### config.mk
export PLATFORM = sky130hd
export DESIGN_NAME = line_burst_adaptor
export DESIGN_NICKNAME = d
export VERILOG_FILES = /design/src/rtl/line_adaptor_pkg.sv /design/src/rtl/en_reg.sv /design/src/rtl/line_burst_adaptor.sv
export SDC_FILE = /design/constraint.sdc
export NUM_CORES = 1
export LEC_CHECK = 0
export BUFFER_PORTS_ARGS = -buffer_cell sky130_fd_sc_hd__buf_2
export CAP_MARGIN = 5
export CORE_AREA = 4 4 273 275
export DETAILED_ROUTE_END_ITERATION = 12
export DIE_AREA = 0 0 277 279
export GPL_TIMING_DRIVEN = 0
export PLACE_DENSITY = 0.61
export REMOVE_ABC_BUFFERS = 1
export SYNTH_ARGS = -nofsm -noshare
export SYNTH_HDL_FRONTEND = slang
export SYNTH_SLANG_ARGS = --single-unit
export TNS_END_PERCENT = 5
### constraint.sdc
create_clock -name clk -period 5.5 [get_ports clk]
set_clock_uncertainty 0.15 [all_clocks]
set_input_delay 0.275 -clock clk [delete_from_list [all_inputs] [get_ports clk]]
set_output_delay 0.275 -clock clk [all_outputs]
set_load 0.01 [all_outputs]
### src/rtl/line_adaptor_pkg.sv
// Shared types and parameter helpers for the line/burst adaptor.
package line_adaptor_pkg;

    typedef enum logic [1:0] {
        IDLE  = 2'd0,
        BURST = 2'd1,
        DONE  = 2'd2
    } state_t;

    // Number of memory beats that make up one cache line.
    function automatic int unsigned calc_beats(input int unsigned line_width,
                                               input int unsigned burst_width);
        return line_width / burst_width;
    endfunction

    // Beat count must be a power of two and at least 2 so the counter wraps cleanly.
    function automatic bit beats_legal(input int unsigned beats);
        return (beats >= 2) && ((beats & (beats - 1)) == 0);
    endfunction

endpackage

### src/rtl/en_reg.sv
// Load-enabled register with asynchronous active-low clear.
module en_reg #(
    parameter int unsigned WIDTH = 1
) (
    input  logic             clk,
    input  logic             reset_n,
    input  logic             en,
    input  logic [WIDTH-1:0] d,
    output logic [WIDTH-1:0] q
);

    // Load on enable, clear on reset.
    always_ff @(posedge clk or negedge reset_n) begin
        if (!reset_n) begin
            q <= '0;
        end else if (en) begin
            q <= d;
        end
    end

endmodule

### src/rtl/line_burst_adaptor.sv
// Splits a cache-line read/write into a sequence of memory beats and reassembles read data.
module line_burst_adaptor
    import line_adaptor_pkg::*;
#(
    parameter int unsigned LINE_WIDTH  = 256,
    parameter int unsigned BURST_WIDTH = 64,
    parameter int unsigned ADDR_WIDTH  = 32
) (
    input  logic                   clk,
    input  logic                   reset_n,
    input  logic [LINE_WIDTH-1:0]  line_i,
    output logic [LINE_WIDTH-1:0]  line_o,
    input  logic [ADDR_WIDTH-1:0]  address_i,
    input  logic                   read_i,
    input  logic                   write_i,
    output logic                   resp_o,
    output logic                   busy_o,
    input  logic [BURST_WIDTH-1:0] burst_i,
    output logic [BURST_WIDTH-1:0] burst_o,
    output logic [ADDR_WIDTH-1:0]  address_o,
    output logic                   read_o,
    output logic                   write_o,
    input  logic                   resp_i
);

    localparam int unsigned BEATS = calc_beats(LINE_WIDTH, BURST_WIDTH);
    localparam int unsigned CNT_W = $clog2(BEATS);

    if (!beats_legal(BEATS)) begin : g_bad_params
        $error("line_burst_adaptor: LINE_WIDTH/BURST_WIDTH must be a power of two >= 2");
    end

    state_t                 state;
    logic [CNT_W-1:0]       beat;
    logic [CNT_W-1:0]       beat_nxt;
    logic                   op_write;
    logic                   capture;
    logic                   accept;
    logic                   last_beat;
    logic [LINE_WIDTH-1:0]  cap_line;
    logic [LINE_WIDTH-1:0]  line_nxt;

    assign capture   = (state == IDLE) && (read_i || write_i);
    assign accept    = (state == BURST) && resp_i;
    assign last_beat = (beat == CNT_W'(BEATS - 1));
    assign beat_nxt  = beat + CNT_W'(1);

    // Read line with the current beat's slice replaced by incoming memory data.
    always_comb begin
        line_nxt = line_o;
        line_nxt[32'(beat) * BURST_WIDTH +: BURST_WIDTH] = burst_i;
    end

    en_reg #(.WIDTH(LINE_WIDTH)) u_cap_line (
        .clk     (clk),
        .reset_n (reset_n),
        .en      (capture),
        .d       (line_i),
        .q       (cap_line)
    );

    en_reg #(.WIDTH(ADDR_WIDTH)) u_address (
        .clk     (clk),
        .reset_n (reset_n),
        .en      (capture),
        .d       (address_i),
        .q       (address_o)
    );

    en_reg #(.WIDTH(LINE_WIDTH)) u_line_out (
        .clk     (clk),
        .reset_n (reset_n),
        .en      (accept && !op_write),
        .d       (line_nxt),
        .q       (line_o)
    );

    // Transaction FSM; strobes, beat data and completion pulse are registered alongside the state.
    always_ff @(posedge clk or negedge reset_n) begin
        if (!reset_n) begin
            state    <= IDLE;
            beat     <= '0;
            op_write <= 1'b0;
            read_o   <= 1'b0;
            write_o  <= 1'b0;
            burst_o  <= '0;
            resp_o   <= 1'b0;
            busy_o   <= 1'b0;
        end else begin
            case (state)
                IDLE: begin
                    resp_o <= 1'b0;
                    if (capture) begin
                        state    <= BURST;
                        beat     <= '0;
                        op_write <= write_i;
                        read_o   <= !write_i;
                        write_o  <= write_i;
                        burst_o  <= line_i[BURST_WIDTH-1:0];
                        busy_o   <= 1'b1;
                    end
                end
                BURST: begin
                    if (resp_i) begin
                        beat <= beat_nxt;
                        if (last_beat) begin
                            state   <= DONE;
                            read_o  <= 1'b0;
                            write_o <= 1'b0;
                            burst_o <= '0;
                            resp_o  <= 1'b1;
                        end else begin
                            burst_o <= cap_line[32'(beat_nxt) * BURST_WIDTH +: BURST_WIDTH];
                        end
                    end
                end
                DONE: begin
                    state  <= IDLE;
                    resp_o <= 1'b0;
                    busy_o <= 1'b0;
                end
                default: begin
                    state   <= IDLE;
                    read_o  <= 1'b0;
                    write_o <= 1'b0;
                    burst_o <= '0;
                    resp_o  <= 1'b0;
                    busy_o  <= 1'b0;
                end
            endcase
        end
    end

endmodule

==> metrics.md <==
| Metric | Value |
|---|---|
| Outcome | completed |
| Worst slew margin relative to its limit | 14.2% |
| Sequential share of the synthesized area | 60.5% |
| Critical-path cell list | ha_1, clkinv_1, nor4_4, buf_6, buf_6, buf_6, a22o_1 |
| Sinks on the clock net | 617 |
| Non-filler cells, final | 3918 |
| Source-to-sink clock delay at the later pin of the worst-skew pair | 610 ps |
| Power per Cell Area | 592 mW/mm² |
| Number of enable-type register cells in the synthesized netlist | 0 |
| Top post-synthesis cells by area | dfrtp_1 (61%), mux2_1 (13%), mux4_2 (5.7%) |
| Final Hold Viols | 0 |
| Detailed Place HPWL | 59000 µm |
| Clock tree root driver cell | clkbuf_16 |
| Delay contributed by the slowest stage of the critical path | 750 ps |
| Final period utilization | 62.5% |
| Clock transition time at the flip-flop clock pins of the worst setup and hold paths | 60 ps |
| First-pass GRT wire length | 135000 µm |
| Most used cell along the critical path | buf_6 |
| Placed cell area | 0.0304 mm² |
| Net Switching | 7.75 mW |
| Portion of total power attributed to the clock network | 22.1% |
| Tot GR Track Use | 22.0% |
| Combined area of all synthesized cells | 0.0255 mm² |
| Placed Instances | 3427 |
| Type of the worst setup path | reg -> reg |
| Y dimension of the die | 279 µm |
| CTS H-tree lvls | 3 |
| Mean cell area of the mapped netlist | 13.6 µm² |
| Number of antenna-violating nets in the routed design | 0 |
| Prevailing post-synth register cell | dfrtp_1 |
| Number of warning messages in the yosys log | 0 |
| Number of design-rule violations left by the first detailed-router iteration | 1440 |
| Worst Setup End Kind | flip-flop |
| Cell type with the highest aggregate area in the netlist | dfrtp_1 |
| Switching part of the total | 36.1% |
| Detailed-route DRC error count | 0 |
| Area of all placed cells without fillers | 0.0363 mm² |
| Top cell types by occurrence after synthesis | dfrtp_1 (617), mux2_1 (288), o21ai_1 (155) |
| Top-area cell type share of the netlist area | 60.5% |
| Setup crit start kind | flip-flop |
| Remaining global-route overflow | 0 |
| R2R Path Start | beat[0] |
| Reg2Reg Depth | 7 |
| Number of primary I/O pins | 713 |
| Capturing point of the worst reg2reg path | u_line_out.q[98] |
| Transition time of the tightest slew-check pin | 1290 ps |
| Final setup TNS | 0 ps |
| Initial antenna violation count | 9 |
| Critical-path cell with the highest stage delay | clkinv_1 |
| Cell-internal power | 13.7 mW |
| Vias in the first global route | 22.4k |
| Hold buffers post-CTS | 357 |
| Launch point of the critical path | beat[0] |
| Post-route setup slack | 2060 ps |
| Post-DR wirelength/cell | 22.3 µm |
| Worst Path Required | 5870 ps |
| Arrival time at the worst endpoint | 3810 ps |
| Share of final-layout standard cells stronger than drive strength 1 | 32.0% |
| TritonCTS clock tree | built |
| IR drop worst, VDD | 0.374 mV |
| Most numerous cell in the Yosys netlist | dfrtp_1 |
| Buffers inserted during post-CTS setup optimization | 0 |
| Unrepaired setup endpoints after global routing | no |
| Cell count after synthesis | 1872 |
| Synth async-reset ratio | 100% |
| Core box area | 0.0723 mm² |
| Critical path buffers and inverters | 4 |
| Die span in x | 277 µm |
| Register-to-register path setup slack | 2060 ps |
| Kind of cell with the highest combined delay on the critical path | buffers and inverters |
| Share of power burned in combinational logic | 40.5% |
| Total number of vias | 20.3k |
| Leakage dissipation | 17.2 nW |
| Post-detailed-routing wire length | 87500 µm |
| Flip-flop and latch count after synthesis | 617 |
| Power share of the sequential group | 37.3% |
| Clock period minus worst slack | 3440 ps |
| Synth cell types | 38 |
| Worst slack after detailed placement | 2020 ps |
| Count of final max-slew check failures | 0 |
| Routability congestion estimate | 0.837 |
| Critical path fanouts, max | 28 |
| Vias per Instance | 5.18 |
| Number of CTS-inserted buffers | 70 |
| Number of cells upsized or downsized after cts | 0 |
| Count of input and output buffers | 712 |
| # setup viols final | 0 |
| Row cnt | 99 |
| Class of the worst hold path | in -> async |
| Initial Util | 35.3% |
| Final core utilization | 50.2% |
| Peak Freq | 291 MHz |
| Area growth from synthesis to layout | 42.5% |
| Full die area | 0.0773 mm² |
| DRT Pass-1 Iters | 5 |
| Bufs on Longest Clock Path | 3 |
| Total Nets Final | 3260 |
| Max_cap viols | 0 |
| Largest net degree at the start of global routing | 127 |
[through the flow]
stage	hold WS, ps	total power, mW
after detailed placement	152	16.6
after floorplan	-171	13.0
final	89.7	21.5
after global routing	118	22.7
after CTS	84.5	21.7
after global placement	312	16.0
[final cells by class]
cell class,instances,area [µm²]
well taps,959,1200
clock buffers,111,2160
repair buffers,1108,7890
multi-input cells,964,8910
inverters,136,510
fillers,6197,36000
diodes,7,17.5
flip-flops and latches,617,15400
clock inverters,16,196
[worst register-to-register path: cells and delay by family (launching register included)]
family / cells / cell delay (ps)
AOI/OAI and AO/OA: 1 / 140
adders and majority gates: 1 / 300
buffers and inverters: 4 / 1430
DFF: 1 / 680
and+or+nand+nor: 1 / 670
[cells in the final DEF, fill, tap and decap left out, types with 17 or more instances in the layout]
cell type,count
a22o_1,106
and2_1,64
buf_2,711
o21ai_0,28
mux4_2,64
clkbuf_1,17
inv_1,133
nand4_1,128
clkbuf_8,23
dfrtp_1,616
nand2_1,32
a221o_1,64
buf_16,17
o21ai_1,155
clkbuf_16,71
mux2_1,288
dlygate4sd3_1,357
[how the worst max path moves through the flow]
stage | depth (start not counted) | slack, ps | endpoint
after floorplan | 3 | -4280 | burst_o[0]
after global placement | 5 | -10760 | u_line_out.q[9]
after detailed placement | 7 | 2020 | u_line_out.q[89]
after CTS | 7 | 1970 | u_line_out.q[86]
after global routing | 7 | 1860 | u_line_out.q[104]
final | 7 | 2060 | u_line_out.q[98]
[sequential cells by signal, indices dropped and copies added, names as in the netlist]
signal,flops
write_o,1
u_cap_line.q,256
beat,2
busy_o,1
op_write,1
u_line_out.q,256
resp_o,1
read_o,1
state,2
burst_o,64
u_address.q,32
[power by group through the flow]
stage	logic, mW	clock network, mW	registers, mW
floorplan	4.59	0	8.40
detailed placement	8.52	0	8.04
finish	8.72	4.76	8.02
global route	9.36	5.07	8.27
CTS	8.78	4.87	8.00
global placement	7.98	0	8.04
[logic make-up (layout without fill, tap and decap cells)]
group | count (synthesis) | count (layout) | share of synthesized area (%)
flip-flops | 617 | 617 | 60.5
AO/OA/AOI/OAI | 361 | 361 | 9.95
multiplexers | 353 | 353 | 18.4
buffers and inverters | 291 | 1371 | 4.86
AND/OR/NAND/NOR | 244 | 244 | 5.95
adder cells (fa/ha/maj) | 6 | 6 | 0.294
other | 0 | 7 | 0
[per-layer routing]
metal / share of wire [%] / vias to the layer above / GRT usage, %
met5: 0 / - / 0
met4: 5.1 / 0 / 10.8
met1: 39 / 10300 / 27.6
met3: 5.5 / 247 / 3.80
li1: - / 8889 / -
met2: 50 / 831 / 37.1
Note: power is estimated with default switching activity, not from simulation.
